==> src/rtl/route_unit_xy.sv <==
// route_unit_xy
// Per-input-port route computation stage for a 2-D mesh router.
// A header flit's destination is decoded and turned into a dimension-ordered
// output port. That port is locked for the packet's body and tail flits.
// Each flit is then presented, registered, together with its port.
//
// Build option:
//   YX_ORDER_EN  - when defined, resolve the Y dimension first (YX routing);
//                  when undefined (default), resolve X first (XY routing).
//
// Ports:
//   clk, rst_n         clock, asynchronous active-low reset
//   in_flit/in_valid   upstream flit and its valid
//   in_ready           high when the output register can take a new flit
//   out_flit/out_valid registered flit and its valid
//   out_ready          downstream accepts the registered flit
//   out_port           port code: L=1 E=2 N=3 W=4 S=5, 0 = none
//   out_onehot         one-hot port: bit0 L, bit1 E, bit2 W, bit3 S, bit4 N
//   route_err          one-cycle pulse, aligned with the first cycle the
//                      offending flit appears on the output
module route_unit_xy #(
    parameter int X_NODE_NUM = 4,
    parameter int Y_NODE_NUM = 4,
    parameter int X_W        = 2,
    parameter int Y_W        = 2,
    parameter int CUR_X      = 0,
    parameter int CUR_Y      = 2,
    parameter int FLIT_W     = 16
) (
    input  logic              clk,
    input  logic              rst_n,
    input  logic [FLIT_W-1:0] in_flit,
    input  logic              in_valid,
    output logic              in_ready,
    output logic [FLIT_W-1:0] out_flit,
    output logic              out_valid,
    input  logic              out_ready,
    output logic [3:0]        out_port,
    output logic [4:0]        out_onehot,
    output logic              route_err
);

    localparam logic [1:0] FT_BODY = 2'b00;
    localparam logic [1:0] FT_TAIL = 2'b01;
    localparam logic [1:0] FT_HDR  = 2'b10;
    localparam logic [1:0] FT_HT   = 2'b11;

    localparam logic [3:0] PORT_NONE = 4'd0;
    localparam logic [3:0] PORT_L    = 4'd1;
    localparam logic [3:0] PORT_E    = 4'd2;
    localparam logic [3:0] PORT_N    = 4'd3;
    localparam logic [3:0] PORT_W    = 4'd4;
    localparam logic [3:0] PORT_S    = 4'd5;

    // One extra bit so that the coordinate difference never overflows.
    localparam int D_W = ((X_W > Y_W) ? X_W : Y_W) + 1;
    localparam logic [D_W-1:0] CUR_X_V = D_W'(CUR_X);
    localparam logic [D_W-1:0] CUR_Y_V = D_W'(CUR_Y);

    typedef enum logic {
        S_IDLE = 1'b0,
        S_BUSY = 1'b1
    } state_t;

    state_t                   r_state;
    state_t                   w_state_nxt;
    logic [3:0]               r_lock_port;
    logic [3:0]               w_lock_nxt;
    logic [FLIT_W-1:0]        r_flit;
    logic                     r_valid;
    logic [3:0]               r_port;
    logic [4:0]               r_onehot;
    logic                     r_err;

    logic                     w_accept;
    logic [1:0]               w_type;
    logic [X_W-1:0]           w_dest_x;
    logic [Y_W-1:0]           w_dest_y;
    logic signed [D_W-1:0]    w_dx;
    logic signed [D_W-1:0]    w_dy;
    logic                     w_in_mesh;
    logic [3:0]               w_route;
    logic [3:0]               w_port_nxt;
    logic                     w_err_nxt;

    // Dimension-ordered route from signed coordinate differences.
    function automatic logic [3:0] route_calc(input logic signed [D_W-1:0] dx,
                                              input logic signed [D_W-1:0] dy);
        logic dx_pos, dx_neg, dy_pos, dy_neg;
        dx_pos = !dx[D_W-1] && (dx != '0);
        dx_neg = dx[D_W-1];
        dy_pos = !dy[D_W-1] && (dy != '0);
        dy_neg = dy[D_W-1];
`ifdef YX_ORDER_EN
        if (dy_pos)      route_calc = PORT_S;
        else if (dy_neg) route_calc = PORT_N;
        else if (dx_pos) route_calc = PORT_E;
        else if (dx_neg) route_calc = PORT_W;
        else             route_calc = PORT_L;
`else
        if (dx_pos)      route_calc = PORT_E;
        else if (dx_neg) route_calc = PORT_W;
        else if (dy_pos) route_calc = PORT_S;
        else if (dy_neg) route_calc = PORT_N;
        else             route_calc = PORT_L;
`endif
    endfunction

    // Bit order of the one-hot vector differs from the port code order.
    function automatic logic [4:0] port_onehot(input logic [3:0] port);
        case (port)
            PORT_L:  port_onehot = 5'b00001;
            PORT_E:  port_onehot = 5'b00010;
            PORT_W:  port_onehot = 5'b00100;
            PORT_S:  port_onehot = 5'b01000;
            PORT_N:  port_onehot = 5'b10000;
            default: port_onehot = 5'b00000;
        endcase
    endfunction

    assign in_ready  = !r_valid || out_ready;
    assign w_accept  = in_valid && in_ready;

    assign w_type    = in_flit[FLIT_W-1:FLIT_W-2];
    assign w_dest_x  = in_flit[X_W-1:0];
    assign w_dest_y  = in_flit[X_W+Y_W-1:X_W];
    assign w_dx      = $signed({{(D_W-X_W){1'b0}}, w_dest_x}) - $signed(CUR_X_V);
    assign w_dy      = $signed({{(D_W-Y_W){1'b0}}, w_dest_y}) - $signed(CUR_Y_V);
    assign w_in_mesh = (32'(w_dest_x) < 32'(X_NODE_NUM)) &&
                       (32'(w_dest_y) < 32'(Y_NODE_NUM));
    assign w_route   = route_calc(w_dx, w_dy);

    always_comb begin
        w_state_nxt = r_state;
        w_lock_nxt  = r_lock_port;
        w_port_nxt  = PORT_NONE;
        w_err_nxt   = 1'b0;
        if (w_accept) begin
            case (w_type)
                FT_HDR, FT_HT: begin
                    if (!w_in_mesh) begin
                        // Unroutable header: flag it, keep state and lock.
                        w_err_nxt = 1'b1;
                    end else begin
                        w_port_nxt = w_route;
                        // A header arriving mid-packet means the previous tail was lost.
                        w_err_nxt  = (r_state == S_BUSY);
                        if (w_type == FT_HDR) begin
                            w_lock_nxt  = w_route;
                            w_state_nxt = S_BUSY;
                        end else begin
                            w_state_nxt = S_IDLE;
                        end
                    end
                end
                default: begin
                    if (r_state == S_BUSY) begin
                        w_port_nxt = r_lock_port;
                        if (w_type == FT_TAIL) begin
                            w_state_nxt = S_IDLE;
                        end
                    end else begin
                        // Orphan body/tail is still forwarded, but without a port.
                        w_err_nxt = 1'b1;
                    end
                end
            endcase
        end
    end

    // Output register stage
    always_ff @(posedge clk or negedge rst_n) begin
        if (!rst_n) begin
            r_state     <= S_IDLE;
            r_lock_port <= PORT_NONE;
            r_flit      <= '0;
            r_valid     <= 1'b0;
            r_port      <= PORT_NONE;
            r_onehot    <= '0;
            r_err       <= 1'b0;
        end else begin
            r_state     <= w_state_nxt;
            r_lock_port <= w_lock_nxt;
            r_err       <= w_err_nxt;
            if (w_accept) begin
                r_flit   <= in_flit;
                r_port   <= w_port_nxt;
                r_onehot <= port_onehot(w_port_nxt);
                r_valid  <= 1'b1;
            end else if (out_ready) begin
                r_valid  <= 1'b0;
            end
        end
    end

    assign out_flit   = r_flit;
    assign out_valid  = r_valid;
    assign out_port   = r_port;
    assign out_onehot = r_onehot;
    assign route_err  = r_err;

endmodule

==> config.mk <==
export PLATFORM = sky130hd
export DESIGN_NAME = route_unit_xy
export DESIGN_NICKNAME = d
export VERILOG_FILES = /design/src/rtl/route_unit_xy.sv
export SDC_FILE = /design/constraint.sdc
export NUM_CORES = 1
export LEC_CHECK = 0
export CAP_MARGIN = 25
export CORE_ASPECT_RATIO = 1.2
export CORE_UTILIZATION = 48
export DETAILED_ROUTE_END_ITERATION = 12
export GPL_ROUTABILITY_DRIVEN = 1
export PLACE_DENSITY = 0.84
export SLEW_MARGIN = 20
export SYNTH_ARGS = -nofsm -noshare
export SYNTH_HDL_FRONTEND = slang
export SYNTH_SLANG_ARGS = --single-unit
==> constraint.sdc <==
create_clock -name clk -period 2.2 [get_ports clk]
set_input_delay 0.22 -clock clk [delete_from_list [all_inputs] [get_ports clk]]
set_output_delay 0.22 -clock clk [all_outputs]
set_load 0.005 [all_outputs]
==> impl_metrics.ini <==
[critical_path]
path_buf_inv = 2
path_cells = nor2b_4, inv_2, clkdlybuf4s50_1
slowest_stage = clkdlybuf4s50_1
cp_slowest_stage_delay_ns = 0.46
worstSetupPathType = reg -> out
worstPathRequired_ns = 1.98
end_kind = output port
cp.arrival_ns = 1.51
cp_max_fo = 8
crit_family = buffers and inverters
crit_path_start_kind = flop

[floorplan]
dieArea_sq_um = 3084
io_pins = 48
coreArea_sq_um = 2628
die_w_um = 50.86
fp-row-count = 20
die_y_um = 60.63
initial_core_util_pct = 52.33

[yosys]
synth_area_per_cell_sq_um = 14.03
synth_top_family_by_area = multiplexers
synthXorXnorAreaFrac_pct = 0.6369
synthDistinctLibCells = 35
yosysWarnings = 0
synth_compound_area_share_pct = 10.83
ys_ff_latch = 30
yosys.area_share.adder_pct = 0
synth_fp_nets = 118
yosysSeqAreaShare_pct = 54.60
synth_mux_area_share_pct = 17.74
yosys.area_share.simple_pct = 12.37
syn_area_sq_um = 1375
synth_cells = 98

[layout]
drive_gt1_share_pct = 27.15
area_growth_syn_to_layout_pct = 40.31
multi_input_area_sq_um = 575.6
finalNetCount = 170
seq_area_sq_um = 750.7
final_core_util_pct = 73.43
mostFrequentLayoutCells = clkdlybuf4s50_1 (46), dfrtp_1 (30), mux2_2 (19)
design_area_sq_um = 1929
fillers = 184
final_common_cell = clkdlybuf4s50_1
antenna_cells = 0

[sta]
rsz0062_at_grt = false
hold_ws_ns = 0.2736
fin_tns_setup_ns = 0
clock_skew_ns = 0.008535
setup_viol = 0
final_max_slew_viol_count = 0
worstMarginPinSlew_ns = 0.5229
fin_crit_sh_pct = 78.75
relSlewSlack_pct = 65.03
post-route-min-period_ns = 1.733
hold_viol = 0
fmax_mhz = 577.2

[placement]
port_buffers = 46
placed_area_sq_um = 1866
gp_congestion = 0.8366
dpl.hpwl_um = 2149

[power]
intPower_uw = 1001
vdd_drop_max_v = 0.0005241
power_frac_clock_pct = 25.3
p_seq_share_pct = 49.8
p_leak_uw = 0.0008164
p_total_uw = 1361
power.switching_uw = 359.3
power_frac_comb_pct = 25.0
swShare_pct = 26.41
p_per_area_nw_per_um2 = 705.3

[global_routing]
antenna_found_initial = 0
grt_usage_pct = 21.37
grt-ovfl-total = 0
grt_pass1_wl_um = 4657
grt_max_degree = 31
grt_pass1_vias = 1040

[cts]
cts-hold-fix-buffers = 0
cts_resized = 0
cts_tree = built
cts_sinks = 30
cts_buffers = 5
clk_latency_ns = 0.33
cts.clk_slew.worst_paths_ns = 0.09
h-tree-depth = 2
ctsLongestPathBuffers = 2
cts_setup_buffers = 0
root_buffer = clkbuf_4

[outcome]
status = finished clean

[route]
drt.antenna.violating_nets = 0
routed_wirelength_um = 2786
num_vias = 976
vias_per_cell = 5.304
drc = 0
wire_per_inst_um = 15.14
drt-initial-drc-count = 12
dr.pass1.iters = 5

[hold_path]
hp-class = in -> async

[flow_run]
maxCapViolCount = 0
Yosys cell counts:
cell type	count	area [sq um]
dfrtp_1	30	750.7
mux2_2	19	214.0
a21oi_1	4	20.02
nand2_1	4	15.01
buf_4	3	22.52
mux2i_1	3	30.03
a31oi_1	2	12.51
inv_1	2	7.510
inv_2	2	7.510
nand4bb_1	2	22.52
nor2_1	2	7.510
o21ai_0	2	10.01
a2111oi_4	1	27.53
a211o_1	1	8.760
a211oi_1	1	7.510
a21o_1	1	7.510
a21oi_2	1	8.760
a22oi_1	1	7.510
a311oi_2	1	15.01
buf_6	1	11.26
conb_1	1	3.750
nand2_2	1	6.260
nand3b_1	1	7.510
nand3b_4	1	20.02
nand4b_1	1	8.760
nand4bb_2	1	16.27
nand4bb_4	1	27.53
nor2_4	1	11.26
nor2b_4	1	13.76
nor3b_1	1	7.510
o21a_1	1	7.510
o2bb2ai_1	1	8.760
o31ai_1	1	7.510
or2_0	1	6.260
xor2_1	1	8.760
layer usage:
| layer | share of wire, % | wire [um] | global-route usage, % |
|---|---|---|---|
| met1 | 41 | 1134 | 25.49 |
| met2 | 52 | 1443 | 35.43 |
| met3 | 5.7 | 159 | 7.519 |
| met4 | 1.7 | 48 | 9.127 |
| met5 | 0 | 0 | 0 |
cells by family after synthesis:
| logic type | count (synthesis) |
|---|---|
| compound gates | 18 |
| xor+xnor | 1 |
| buf+inv | 8 |
| flops | 30 |
| mux | 22 |
| other cells | 1 |
| simple gates | 18 |
power groups by stage:
stage | Clock (uW) | Sequential, uW | Combinational [uW]
after floorplan | 0 | 688 | 130
after global placement | 0 | 685 | 334
after detailed placement | 0 | 688 | 343
after CTS | 350 | 678 | 345
after global routing | 376 | 687 | 367
final | 344 | 677 | 340
sequential cells by signal, indices dropped and copies added, names as in the netlist:
name,cells
r_state,1
out_onehot,5
r_lock_port,3
route_err,1
out_port,3
out_valid,1
out_flit,16
cell type report:
cell class,instances,area share (%)
clock buffer,6,2.659
clock inverter,2,0.6485
inverter,4,0.7782
multi-input combinational,60,29.83
sequential,30,38.91
tap,33,2.140
timing repair buffer,49,25.03
per-stage QoR:
stage,cells,worst slack [ns]
finish,184,0.4675
global route,184,0.4037
CTS,184,0.4578
detailed placement,176,0.2854
global placement,176,0.3256
floorplan,98,0.8829
worst paths after layout:
| path | from | end | slack [ns] | cells past startpoint |
|---|---|---|---|---|
| min | rst_n | out_flit[1]$_DFFE_PN0P_ | 0.27 | 2 |
| max in group asynchronous | rst_n | out_valid$_DFFE_PN0P_ | 1.66 | 2 |
| max reg2reg | r_state$_DFFE_PN0P_ | out_onehot[1]$_DFFE_PN0P_ | 0.76 | 3 |
| max | out_valid$_DFFE_PN0P_ | in_ready | 0.47 | 3 |
| min reg2reg | out_port[2]$_DFFE_PN0P_ | out_port[2]$_DFFE_PN0P_ | 0.51 | 1 |
| min in group clk | in_flit[4] | out_flit[4]$_DFFE_PN0P_ | 0.49 | 2 |
Power figures use the tool's default switching activity.
